### src/rtl/display_scanner_if.sv
// Bundle of the write/commit/enable inputs and the registered display outputs
// of the multiplexed 4-digit 7-segment scanner.
interface display_scanner_if;
  logic       wr_en;
  logic [1:0] wr_addr;
  logic [3:0] wr_data;
  logic       atualiza;
  logic       habilita;
  logic       A;
  logic       B;
  logic       C;
  logic       D;
  logic [3:0] anodo;
  logic       pendente;
  logic       quadro;

  modport master (
    output wr_en, wr_addr, wr_data, atualiza, habilita,
    input  A, B, C, D, anodo, pendente, quadro
  );

  modport slave (
    input  wr_en, wr_addr, wr_data, atualiza, habilita,
    output A, B, C, D, anodo, pendente, quadro
  );
endinterface

### src/rtl/display_scanner.sv
// Double-buffered 4-digit multiplexed display scanner (BLANK/SHOW per digit).
// Optional feature macro: LEADING_ZERO_BLANK_EN (suppresses leading zero digits).
module display_scanner #(
  parameter int unsigned DIV   = 1000,
  parameter int unsigned BLANK = 4
) (
  input logic               clk,
  input logic               rst_n,
  display_scanner_if.slave  bus
);

  typedef enum logic [0:0] {
    ST_BLANK = 1'b0,
    ST_SHOW  = 1'b1
  } state_t;

  localparam logic [15:0] DIV_LAST   = 16'(DIV - 1);
  localparam logic [15:0] BLANK_LAST = 16'(BLANK - 1);

  state_t      state_r, state_nxt_s;
  logic [15:0] cnt_r, cnt_nxt_s;
  logic [1:0]  idx_r, idx_nxt_s;

  logic [3:0]  shadow_r [4];
  logic [3:0]  active_r [4];
  logic [3:0]  shadow_nxt_s [4];
  logic [3:0]  active_nxt_s [4];
  logic        pend_r, pend_nxt_s;
  logic        boundary_s;
  logic        commit_s;

  logic [3:0]  digit_r, digit_nxt_s;
  logic [3:0]  anodo_r, anodo_nxt_s;
  logic        quadro_r, quadro_nxt_s;

`ifdef LEADING_ZERO_BLANK_EN
  logic [15:0] active_flat_s;

  // True when digit n (n > 0) and every more significant digit are zero.
  function automatic logic lz_suppress(input logic [15:0] bank, input logic [1:0] n);
    logic [15:0] upper;
    upper = bank >> {n, 2'b00};
    return (n != 2'd0) && (upper == 16'd0);
  endfunction
`endif

  // Scan FSM state register.
  always_ff @(posedge clk or negedge rst_n) begin
    if (!rst_n) begin
      state_r <= ST_BLANK;
      cnt_r   <= 16'd0;
      idx_r   <= 2'd0;
    end else begin
      state_r <= state_nxt_s;
      cnt_r   <= cnt_nxt_s;
      idx_r   <= idx_nxt_s;
    end
  end

  // Scan FSM next-state: BLANK then SHOW for each digit, advancing idx after SHOW.
  always_comb begin
    state_nxt_s = state_r;
    cnt_nxt_s   = cnt_r + 16'd1;
    idx_nxt_s   = idx_r;
    case (state_r)
      ST_BLANK: begin
        if (cnt_r == BLANK_LAST) begin
          state_nxt_s = ST_SHOW;
          cnt_nxt_s   = 16'd0;
        end else begin
          state_nxt_s = ST_BLANK;
        end
      end
      ST_SHOW: begin
        if (cnt_r == DIV_LAST) begin
          state_nxt_s = ST_BLANK;
          cnt_nxt_s   = 16'd0;
          idx_nxt_s   = idx_r + 2'd1;
        end else begin
          state_nxt_s = ST_SHOW;
        end
      end
      default: begin
        state_nxt_s = ST_BLANK;
        cnt_nxt_s   = 16'd0;
        idx_nxt_s   = 2'd0;
      end
    endcase
  end

  // Bank update: same-cycle write is merged before a boundary commit copies it.
  always_comb begin
    boundary_s = (state_r == ST_SHOW) && (idx_r == 2'd3) && (cnt_r == DIV_LAST);
    commit_s   = boundary_s && pend_r;
    for (int i = 0; i < 4; i++) begin
      if (bus.wr_en && (bus.wr_addr == 2'(i))) begin
        shadow_nxt_s[i] = bus.wr_data;
      end else begin
        shadow_nxt_s[i] = shadow_r[i];
      end
      if (commit_s) begin
        active_nxt_s[i] = shadow_nxt_s[i];
      end else begin
        active_nxt_s[i] = active_r[i];
      end
    end
    if (commit_s) begin
      pend_nxt_s = 1'b0;
    end else if (bus.atualiza) begin
      pend_nxt_s = 1'b1;
    end else begin
      pend_nxt_s = pend_r;
    end
  end

  // Output decode from the upcoming state so the registered outputs align with it.
  always_comb begin
    digit_nxt_s  = active_nxt_s[idx_nxt_s];
    quadro_nxt_s = (state_nxt_s == ST_SHOW) && (idx_nxt_s == 2'd3) && (cnt_nxt_s == DIV_LAST);
`ifdef LEADING_ZERO_BLANK_EN
    active_flat_s = {active_nxt_s[3], active_nxt_s[2], active_nxt_s[1], active_nxt_s[0]};
    if ((state_nxt_s == ST_SHOW) && bus.habilita && !lz_suppress(active_flat_s, idx_nxt_s)) begin
      anodo_nxt_s = ~(4'b0001 << idx_nxt_s);
    end else begin
      anodo_nxt_s = 4'b1111;
    end
`else
    if ((state_nxt_s == ST_SHOW) && bus.habilita) begin
      anodo_nxt_s = ~(4'b0001 << idx_nxt_s);
    end else begin
      anodo_nxt_s = 4'b1111;
    end
`endif
  end

  // Digit banks, commit flag and registered display outputs.
  always_ff @(posedge clk or negedge rst_n) begin
    if (!rst_n) begin
      for (int i = 0; i < 4; i++) begin
        shadow_r[i] <= 4'd0;
        active_r[i] <= 4'd0;
      end
      pend_r   <= 1'b0;
      digit_r  <= 4'd0;
      anodo_r  <= 4'b1111;
      quadro_r <= 1'b0;
    end else begin
      for (int i = 0; i < 4; i++) begin
        shadow_r[i] <= shadow_nxt_s[i];
        active_r[i] <= active_nxt_s[i];
      end
      pend_r   <= pend_nxt_s;
      digit_r  <= digit_nxt_s;
      anodo_r  <= anodo_nxt_s;
      quadro_r <= quadro_nxt_s;
    end
  end

  assign bus.A        = digit_r[3];
  assign bus.B        = digit_r[2];
  assign bus.C        = digit_r[1];
  assign bus.D        = digit_r[0];
  assign bus.anodo    = anodo_r;
  assign bus.pendente = pend_r;
  assign bus.quadro   = quadro_r;

endmodule

### src/flat_wrapper.sv
// flat-port wrapper written by rule: the top's interface ports become plain ports
module display_scanner_flat 
#(
  parameter int unsigned DIV   = 1000,
  parameter int unsigned BLANK = 4
)
  (clk, rst_n, bus_wr_en, bus_wr_addr, bus_wr_data, bus_atualiza, bus_habilita, bus_A, bus_B, bus_C, bus_D, bus_anodo, bus_pendente, bus_quadro);
  display_scanner_if bus_i ();
  input logic clk;
  input logic rst_n;
  input wire logic [$bits(bus_i.wr_en)-1:0] bus_wr_en;
  input wire logic [$bits(bus_i.wr_addr)-1:0] bus_wr_addr;
  input wire logic [$bits(bus_i.wr_data)-1:0] bus_wr_data;
  input wire logic [$bits(bus_i.atualiza)-1:0] bus_atualiza;
  input wire logic [$bits(bus_i.habilita)-1:0] bus_habilita;
  output wire logic [$bits(bus_i.A)-1:0] bus_A;
  output wire logic [$bits(bus_i.B)-1:0] bus_B;
  output wire logic [$bits(bus_i.C)-1:0] bus_C;
  output wire logic [$bits(bus_i.D)-1:0] bus_D;
  output wire logic [$bits(bus_i.anodo)-1:0] bus_anodo;
  output wire logic [$bits(bus_i.pendente)-1:0] bus_pendente;
  output wire logic [$bits(bus_i.quadro)-1:0] bus_quadro;
  assign bus_i.wr_en = bus_wr_en;
  assign bus_i.wr_addr = bus_wr_addr;
  assign bus_i.wr_data = bus_wr_data;
  assign bus_i.atualiza = bus_atualiza;
  assign bus_i.habilita = bus_habilita;
  assign bus_A = bus_i.A;
  assign bus_B = bus_i.B;
  assign bus_C = bus_i.C;
  assign bus_D = bus_i.D;
  assign bus_anodo = bus_i.anodo;
  assign bus_pendente = bus_i.pendente;
  assign bus_quadro = bus_i.quadro;
  display_scanner #(.DIV(DIV), .BLANK(BLANK)) u_core (.clk(clk), .rst_n(rst_n), .bus(bus_i));
endmodule
### config.mk
export PLATFORM = sky130hd
export DESIGN_NAME = display_scanner_flat
export DESIGN_NICKNAME = d
export VERILOG_FILES = /design/src/rtl/display_scanner_if.sv /design/src/rtl/display_scanner.sv /design/src/flat_wrapper.sv
export SDC_FILE = /design/constraint.sdc
export NUM_CORES = 1
export LEC_CHECK = 0
export BUFFER_PORTS_ARGS = -buffer_cell sky130_fd_sc_hd__buf_2
export CAP_MARGIN = 20
export CORE_AREA = 2 2 86 80
export DETAILED_ROUTE_END_ITERATION = 16
export DIE_AREA = 0 0 88 82
export GPL_TIMING_DRIVEN = 0
export SYNTH_ARGS = -nofsm -noshare
export SYNTH_HDL_FRONTEND = slang
export SYNTH_SLANG_ARGS = --single-unit
### constraint.sdc
create_clock -name clk -period 2 [get_ports clk]
set_input_delay 0.3 -clock clk [delete_from_list [all_inputs] [get_ports clk]]
set_output_delay 0.3 -clock clk [all_outputs]
set_load 0.01 [all_outputs]
==> flow_summary.toml, run 1 <==
[synth]
ys_types = 41
synth-xor-area-share_pct = 4.75
synth_flop_cell = "dfrtp_1"
synthesis.area_um2 = 2760
yosys.area.top_type = "dfrtp_1"
synth_top_family_by_area = "multiplexers"
synth_compound_area_share_pct = 2.04
yosys.cell_count.top_type = "dfrtp_1"
yosys-top-cells-count = "dfrtp_1 (57), mux2_2 (23), mux2i_1 (12), xor2_1 (12), nor2_1 (11)"
muxShareOfSynthArea_pct = 19.4
synth_top_area_share_pct = 51.6
async_reset_ff_share_pct = 100
avgSynthCellArea_um2 = 13.5
synth_edf_count = 0
synthAdderAreaFrac_pct = 0.905
postSynthCellCount = 205
synth_seq_cells = 61
synth_fp_nets = 218
yosys_warnings = 0
yosys.area_share.simple_pct = 14.8
ys_top_cells_by_area = "dfrtp_1 (52%), mux2_2 (9.4%), mux2_4 (4.9%)"
ys_seq_area_share_pct = 55.4

[sta]
tightest_slew_ns = 0.841
period_minus_slack_ns = 2.01
grt_setup_unrepaired = "yes"
max-slew-margin-rel_pct = 43.9
finalSetupViolCount = 1
skew_ns = 0.00598
hold_violations = 0
hold_ws_ns = 0.0755
slew_violations = 0
finalCritPeriodShare_pct = 100
fmax_mhz = 498
timing.final.ws_setup_ns = -0.00774

[clock_tree]
cts_buffers = 9
cts-root-buf = "clkbuf_8"
htree_levels = 3
cts_buffer_depth = 2
clk_pin_slew_ns = 0.07
cts_tree = "built"
worstSkewPairLatency_ns = 0.33
clock_sinks = 61
cts-hold-fix-buffers = 0

[status]
violations = "setup timing"
status = "finished with violations"

[final_layout]
area_delta_synth_final_pct = 28.9
fillers = 538
register_area_um2 = 1540
multi_input_area_um2 = 1250
stdcell_area_um2 = 3560
nNetsFinal = 272
layout-drive-gt1-share_pct = 49.0
diodes = 0

[job]
cap_violations = 0

[floorplanning]
io_pins = 21
core-area_um2 = 6340
start_util_pct = 43.6
fp-row-count = 28
die-area_um2 = 7220
die_h_um = 82
die_w_um = 88

[worst_setup_path]
cp.required_ns = 2.21
crit_slowest_cell = "dfrtp_2"
worst-path-max-fanout = 5
cp-start-kind = "register"
critPathMostFrequentCell = "mux2i_1"
worst_r2r_path_depth = 8
critPathArrivalTime_ns = 2.21
path_cells = "ha_4 > nor2b_4 > and4_4 > nand4_4 > buf_4 > mux2_2 > mux2i_1 > mux2i_1"
criticalPathCategory = "reg -> reg"
critPathMaxStageDelay_ns = 0.39
setup.worst_path.end_class = "register"

[place]
hpwl_mm = 3.43
dp_worst_setup_slack_ns = -0.215
place_congestion = 0.741
dpl-instance-area_um2 = 3010
io_buffers = 20

[worst_hold_path]
hold_class = "in -> async"

[global_routing]
overflow = 0
antenna_found_initial = 0
grt_pass1_vias = 1696
grt_max_degree = 38
grt_use_total_pct = 16.1
grt_first_pass_wirelength_mm = 8.51

[power_and_ir_drop]
vdd_drop_max_v = 0.000354
finalPower_uw = 2730
power.leakage_uw = 0.00163
power_density_nw_per_um2 = 765

[drt]
drcViolationCount = 0
drt_iter0_drc = 67
drt_pass1_iterations = 4
ant_nets = 0
vias = 1768
wl_per_cell_um = 15.4
vias_per_cell = 5.01
wl_mm = 5.43
critical path, delay by kind of cell (launching register included):
| family | cells | cell delay [ns] |
|---|---|---|
| DFF | 1 | 0.39 |
| adders and majority gates | 1 | 0.16 |
| muxes | 3 | 0.56 |
| and+or+nand+nor | 3 | 0.58 |
| buffers and inverters | 1 | 0.19 |
kinds of logic after synthesis:
family | after synthesis
and+or+nand+nor | 62
muxes | 45
DFF | 61
adders and majority gates | 2
xor gates and xnor gates | 15
buffers and inverters | 10
AOI/OAI and AO/OA | 10
path summary, 6_finish.rpt:
check                                   start                  end  slack, ns
setup / recovery              u_core.cnt_r[1]    u_core.digit_r[3]     -0.008
hold / removal                          rst_n     u_core.cnt_r[11]       0.08
setup reg to reg              u_core.cnt_r[1]    u_core.digit_r[3]     -0.008
hold reg to reg            u_core.active_r[0]   u_core.active_r[0]       0.49
max in group asynchronous               rst_n   u_core.shadow_r[5]       1.30
min in group clk                 bus_habilita  u_core.bus.anodo[2]       0.17
flip-flops by register name, summed over array words and instances, names as in the netlist:
signal and count:
u_core.digit_r 4, u_core.state_r 1, u_core.shadow_r 16, u_core.bus.quadro 1
u_core.cnt_r 16, u_core.idx_r 2, u_core.bus.anodo 4, u_core.bus.pendente 1
u_core.active_r 16
metal layers:
metal  global-route usage, %  vias to the layer above  wire length, um
met3                    4.12                        7              163
met1                    22.8                      890             2730
met4                    8.62                        0               97
met2                    22.5                       24             2440
li1                        -                      847                -
met5                       0                        -                0
through the flow:
step                 TNS, ns  utilization (%)  std cells
floorplan                  0                -        205
global placement      -0.897             47.2        315
detailed placement    -0.965             47.5        316
CTS                        0             52.7        338
global route          -0.379             56.2        353
finish              -0.00774             56.2        353
where the power goes:
group          switching [uW]  total (uW)  internal [uW]
clock                     453        1250            797
sequential               15.5        1320           1310
combinational            77.0         154           76.5
cell type report:
cell class                 instances  share of cell area [%]
multi-input combinational        134                    35.2
timing repair buffer              43                    8.95
clock buffer                      12                    4.63
buffer                             7                    2.70
inverter                           3                   0.316
clock inverter                     3                    1.90
sequential                        61                    43.2
tap                               90                    3.16
cell usage in the layout (no fill, tap or decap), types with 3 or more instances in the layout:
cell type,instances
buf_4,19
nand3_1,6
and4_4,4
nor3_2,3
dfrtp_2,5
dfrtp_1,52
mux2_2,23
clkbuf_8,12
or3_1,3
buf_12,4
nor2_1,10
mux2_4,9
buf_6,6
xnor2_1,3
xor2_1,11
dfstp_2,4
nand4_1,10
nand2_1,6
buf_2,20
mux2i_1,12
repair_timing:
action | 4_1_cts | 5_1_grt
endpoints found under the setup margin | 5 | 5
gates resized for setup | 11 | 17
buffers inserted | 7 | 14
gates cloned | 0 | 1
pin swaps | 3 | 6
(Power assumes the default switching activity.)
==> run 2: changes to the inputs <==
SETUP_SLACK_MARGIN = 0.1   (was unset)
==> flow_summary.toml, run 2 (same netlist as run 1, synthesis figures left out) <==
[final_layout]
area_delta_synth_final_pct = 24.8
most-common-layout-cells = "dfrtp_1 (53), mux2_2 (23), buf_2 (20), buf_4 (15), mux2i_1 (12)"
diodes = 0
mostFrequentLayoutCell = "dfrtp_1"
top_regs = "u_core.active_r: 16 flops, u_core.cnt_r: 16 flops, u_core.shadow_r: 16 flops"
instances_no_fill = 346
nNetsFinal = 264
layout-drive-gt1-share_pct = 46.9

[worst_setup_path]
reg2reg_to = "u_core.bus.quadro"
cp-start-kind = "register"
critPathArrivalTime_ns = 2.24
worst-path-max-fanout = 8
worst_r2r_path_depth = 6
timing.rr.start = "u_core.cnt_r[7]"
ff2ff_setup_slack_ns = 0.01
criticalPathCategory = "reg -> reg"
cp.required_ns = 2.25
setup.worst_path.end_class = "register"

[drt]
wl_mm = 5.32
drt_pass1_iterations = 4
vias = 1742
wl_per_cell_um = 15.4
ant_nets = 0
drcViolationCount = 0
vias_per_cell = 5.03
drt_iter0_drc = 139

[floorplanning]
start_util_pct = 43.6
io_pins = 21
die_w_um = 88
core-area_um2 = 6340
fp-row-count = 28
die-area_um2 = 7220
die_h_um = 82

[global_routing]
grt_max_degree = 41
grt_use_total_pct = 16.7
overflow = 0
grt_first_pass_wirelength_mm = 8.78
antenna_found_initial = 0
grt_pass1_vias = 1706

[power_and_ir_drop]
vdd_drop_max_v = 0.000348
power_density_nw_per_um2 = 785
power.leakage_uw = 0.00156

[sta]
finalSetupViolCount = 0
finalCritPeriodShare_pct = 99.3
grt_setup_unrepaired = "yes"
period_minus_slack_ns = 1.99
tightest_slew_ns = 0.651
setup_tns_ns = 0
skew_ns = 0.00712
hold_violations = 0
slew_violations = 0
max-slew-margin-rel_pct = 56.5
fmax_mhz = 503
hold_ws_ns = 0.173

[place]
hpwl_mm = 3.47
place_inst = 316
place_congestion = 0.767
io_buffers = 20

[clock_tree]
cts_buffers = 9
clk_pin_slew_ns = 0.07
clock_sinks = 61
worstSkewPairLatency_ns = 0.33
htree_levels = 3
cts_buffer_depth = 2
cts-root-buf = "clkbuf_8"
cts_tree = "built"

[worst_hold_path]
hold_end = "u_core.bus.pendente"
holdPathStages = 2
hold_class = "in -> reg"
worstHoldStart = "bus_atualiza"

[job]
cap_violations = 0

[status]
status = "complete, no violations"
[run 2: metrics by stage]
step	setup WS (ns)	cell area (um^2)	utilization (%)	power (uW)
after floorplan	0.0794	2810	-	1430
after global placement	-0.149	3020	47.6	1490
after detailed placement	-0.157	3040	47.9	1500
after CTS	0.0600	3430	54.0	2750
after global routing	-0.0653	3450	54.4	2830
final	0.0137	3450	54.4	2710
[run 2: report_power, final]
part           total (uW)  internal [uW]  switching, uW  leakage [uW]
sequential           1320           1310           15.8      0.000765
clock                1230            771            460      0.000110
combinational         154           77.8           76.7      0.000683
[run 2: critical path, cell delays in order (launching register included)]
cell and delay, ns:
dfrtp_1 0.36, buf_4 0.16, nor4_1 0.31, nand2_1 0.21
o21ai_4 0.22, or4b_4 0.50, nor3_2 0.16
[run 2: cell type report]
cell class,instances,area (um^2)
fill,536,2890
sequential,61,1540
multi-input combinational,134,1250
timing repair buffer,35,228
clock buffer,13,159
tap,90,113
buffer,7,83.8
clock inverter,3,67.6
inverter,3,11.3
[run 2: worst max path at each step]
stage,end,start
after global placement,u_core.digit_r[2],u_core.cnt_r[0]
final,u_core.bus.quadro,u_core.cnt_r[7]
after detailed placement,u_core.bus.quadro,u_core.cnt_r[0]
after global routing,u_core.digit_r[0],u_core.cnt_r[0]
after floorplan,u_core.digit_r[0],u_core.cnt_r[0]
after CTS,u_core.digit_r[1],u_core.cnt_r[1]
[run 2: layer usage]
metal	share of wire (%)	routed length, um	up-vias	global-route usage [%]
met5	0	0	-	0
li1	-	-	832	-
met4	2.2	119	0	8.62
met3	4.4	233	15	3.92
met2	42	2210	47	21.7
met1	52	2760	848	25.4
[run 2: timing repair]
item | in CTS | in global routing
endpoints found under the setup margin | 18 | 5
buffers inserted | 12 | 1
resized for setup | 15 | 4
hold buffers | 1 | 0
endpoints found under the hold margin | 17 | 0
pin swaps | 9 | 1
==> run 3: changes to the inputs <==
ABC_AREA = 1   (was unset)
CORE_AREA = 2 2 89 82   (was 2 2 86 80)
DIE_AREA = 0 0 91 84   (was 0 0 88 82)
clock period = 2.4 ns   (was 2 ns; I/O delays follow)
==> flow_summary.toml, run 3 <==
[place]
dpl-instance-area_um2 = 3190
place_congestion = 0.865
io_buffers = 20
hpwl_mm = 4.68

[sta]
finalCritPeriodShare_pct = 83.5
finalSetupViolCount = 0
hold_violations = 0
tightest_slew_ns = 0.593
slew_violations = 0
setup_tns_ns = 0
max-slew-margin-rel_pct = 60.5
grt_setup_unrepaired = "no"
skew_ns = 0.0103
period_minus_slack_ns = 2.00
fmax_mhz = 499

[synth]
yosys.cell_count.top_type = "nand2_1"
synth_flop_cell = "dfrtp_1"
synth_fp_nets = 369
synthesis.area_um2 = 2950
async_reset_ff_share_pct = 100
yosys-top-cells-count = "nand2_1 (119), dfrtp_1 (57), nor2_1 (38)"
synth_edf_count = 0
ys_types = 28
synth_top_area_share_pct = 48.3
ys_top_cells_by_area = "dfrtp_1 (48%), nand2_1 (15%), nand3_1 (5.4%)"
avgSynthCellArea_um2 = 8.30
postSynthCellCount = 356
yosys.area.top_type = "dfrtp_1"
synth_seq_cells = 61
yosys_warnings = 0
ys_seq_area_share_pct = 51.8

[power_and_ir_drop]
pwr-share-clk_pct = 46.7
finalPower_uw = 2220
seqPwrFrac_pct = 48.7
p_sw_share_pct = 21.5
p_int_uw = 1750
power.leakage_uw = 0.00162
p_comb_share_pct = 4.6
vdd_drop_max_v = 0.000458
power_density_nw_per_um2 = 648
p_sw_uw = 478

[final_layout]
area_delta_synth_final_pct = 16.1
nNetsFinal = 401
post-route-util_pct = 50.3
most-common-layout-cells = "nand2_1 (119), dfrtp_1 (57), nor2_1 (38), nand3_1 (32), inv_1 (30)"
mostFrequentLayoutCell = "nand2_1"
stdcell_area_um2 = 3430
diodes = 0
top_regs = "u_core.active_r: 16 flops, u_core.cnt_r: 16 flops, u_core.shadow_r: 16 flops"
layout-drive-gt1-share_pct = 18.6

[floorplanning]
fp-row-count = 29
die_h_um = 84
start_util_pct = 43.3
core-area_um2 = 6820
die-area_um2 = 7640
io_pins = 21
die_w_um = 91

[drt]
vias_per_cell = 4.73
vias = 2299
wl_per_cell_um = 12.8
wl_mm = 6.24
drt_iter0_drc = 108
drt_pass1_iterations = 5
drcViolationCount = 0
ant_nets = 0

[clock_tree]
cts-root-buf = "clkbuf_8"
clk_pin_slew_ns = 0.07
cts_buffer_depth = 2
cts_setup_buffers = 0
clock_sinks = 61
cts_tree = "built"
cts_buffers = 9
htree_levels = 3
worstSkewPairLatency_ns = 0.33

[worst_setup_path]
setup.worst_path.end_class = "register"
worst-path-max-fanout = 10
crit_slowest_cell = "dfrtp_1"
path_cells = "ha_1 > nand2_2 > clkinv_1 > nand2_1 > nor2_2 > nand2_2 > nor2_8 > nand2_2 > buf_6 > nand2_1 > nand2_2 > nand2_1 > nand2_1 > nand2_1 > nand2_1"
cp.required_ns = 2.63
cp-start-kind = "register"
critPathMaxStageDelay_ns = 0.40
critPathArrivalTime_ns = 2.23
criticalPathCategory = "reg -> reg"
critPathMostFrequentCell = "nand2_1"

[global_routing]
grt_first_pass_wirelength_mm = 11.0
grt_pass1_vias = 2234
grt_max_degree = 38
antenna_found_initial = 0
grt_use_total_pct = 18.2
overflow = 0

[status]
status = "complete, no violations"

[worst_hold_path]
hold_class = "in -> async"

[job]
cap_violations = 0
==> run 3: cell count changes after synthesis, moves of 10 or more <==
cell     previous run  this run
mux2_2             23         0
nor2_1             11        38
nand3_2             0        10
nand2_2             1        12
nand3_1             6        32
nand2_1             6       119
o21ai_0             3        16
mux2i_1            12         0
inv_1               2        30
==> run 3: path summary, 6_finish.rpt <==
check                      slack (ns)                from  depth (start not counted)                   to
max in group asynchronous        1.77               rst_n                          2  u_core.shadow_r[10]
hold / removal                   0.03               rst_n                          1   u_core.active_r[6]
hold reg to reg                  0.48  u_core.active_r[3]                          2   u_core.active_r[3]
setup reg to reg                 0.40     u_core.cnt_r[0]                         15    u_core.digit_r[2]
min in group clk                 0.24        bus_atualiza                          2  u_core.bus.pendente
setup / recovery                 0.40     u_core.cnt_r[0]                         15    u_core.digit_r[2]
==> run 3: final cells by class <==
type / count / area [um^2]
fill: 689 / 3390
sequential: 61 / 1530
multi-input combinational: 255 / 1250
clock buffer: 13 / 159
inverter: 35 / 131
timing repair buffer: 21 / 120
tap: 93 / 116
clock inverter: 3 / 68.8
buffer: 5 / 56.3
==> run 3: worst max-delay path, delay by kind of cell (launching register included) <==
kind	cells	cell delay, ns
adder cells (fa/ha/maj)	1	0.24
buffers and inverters	2	0.24
flip-flops	1	0.40
AND/OR/NAND/NOR	12	1.02
==> run 3: power by group through the flow <==
| stage | logic [uW] | registers [uW] | clock network, uW |
|---|---|---|---|
| after floorplan | 51.9 | 1100 | 0 |
| after global placement | 98.5 | 1100 | 0 |
| after detailed placement | 105 | 1100 | 0 |
| after CTS | 106 | 1080 | 1060 |
| after global routing | 124 | 1090 | 1110 |
| final | 103 | 1080 | 1040 |
==> run 3: repair_timing <==
| action | in CTS | in global routing |
|---|---|---|
| hold buffers | 0 | 0 |
| resized for setup | 0 | 1 |
| setup endpoints to repair | 0 | 4 |
==> run 3: metal layers <==
layer	GRT usage [%]	share of wire (%)	up-vias
met4	7.44	1.2	0
li1	-	-	1183
met5	0	0	-
met3	3.43	4.6	6
met2	25.5	41	50
met1	27.5	53	1060
==> run 3: per-stage QoR <==
step                      setup WS (ns)  hold WS (ns)  std cells
after floorplan                   0.625        0.0644        356
after global placement            0.312         0.459        469
after detailed placement          0.296         0.403        470
after CTS                         0.282        0.0386        486
after global routing              0.134        0.0700        486
final                             0.396        0.0297        486
==> run 3: kinds of logic (layout without fill, tap and decap cells) <==
group,Yosys count,count (layout),share of synthesized area [%]
AOI/OAI and AO/OA,21,21,3.81
xor gates and xnor gates,8,8,2.88
adders and majority gates,2,2,0.847
buffers and inverters,40,77,6.35
DFF,61,61,51.8
and+or+nand+nor,224,224,34.3
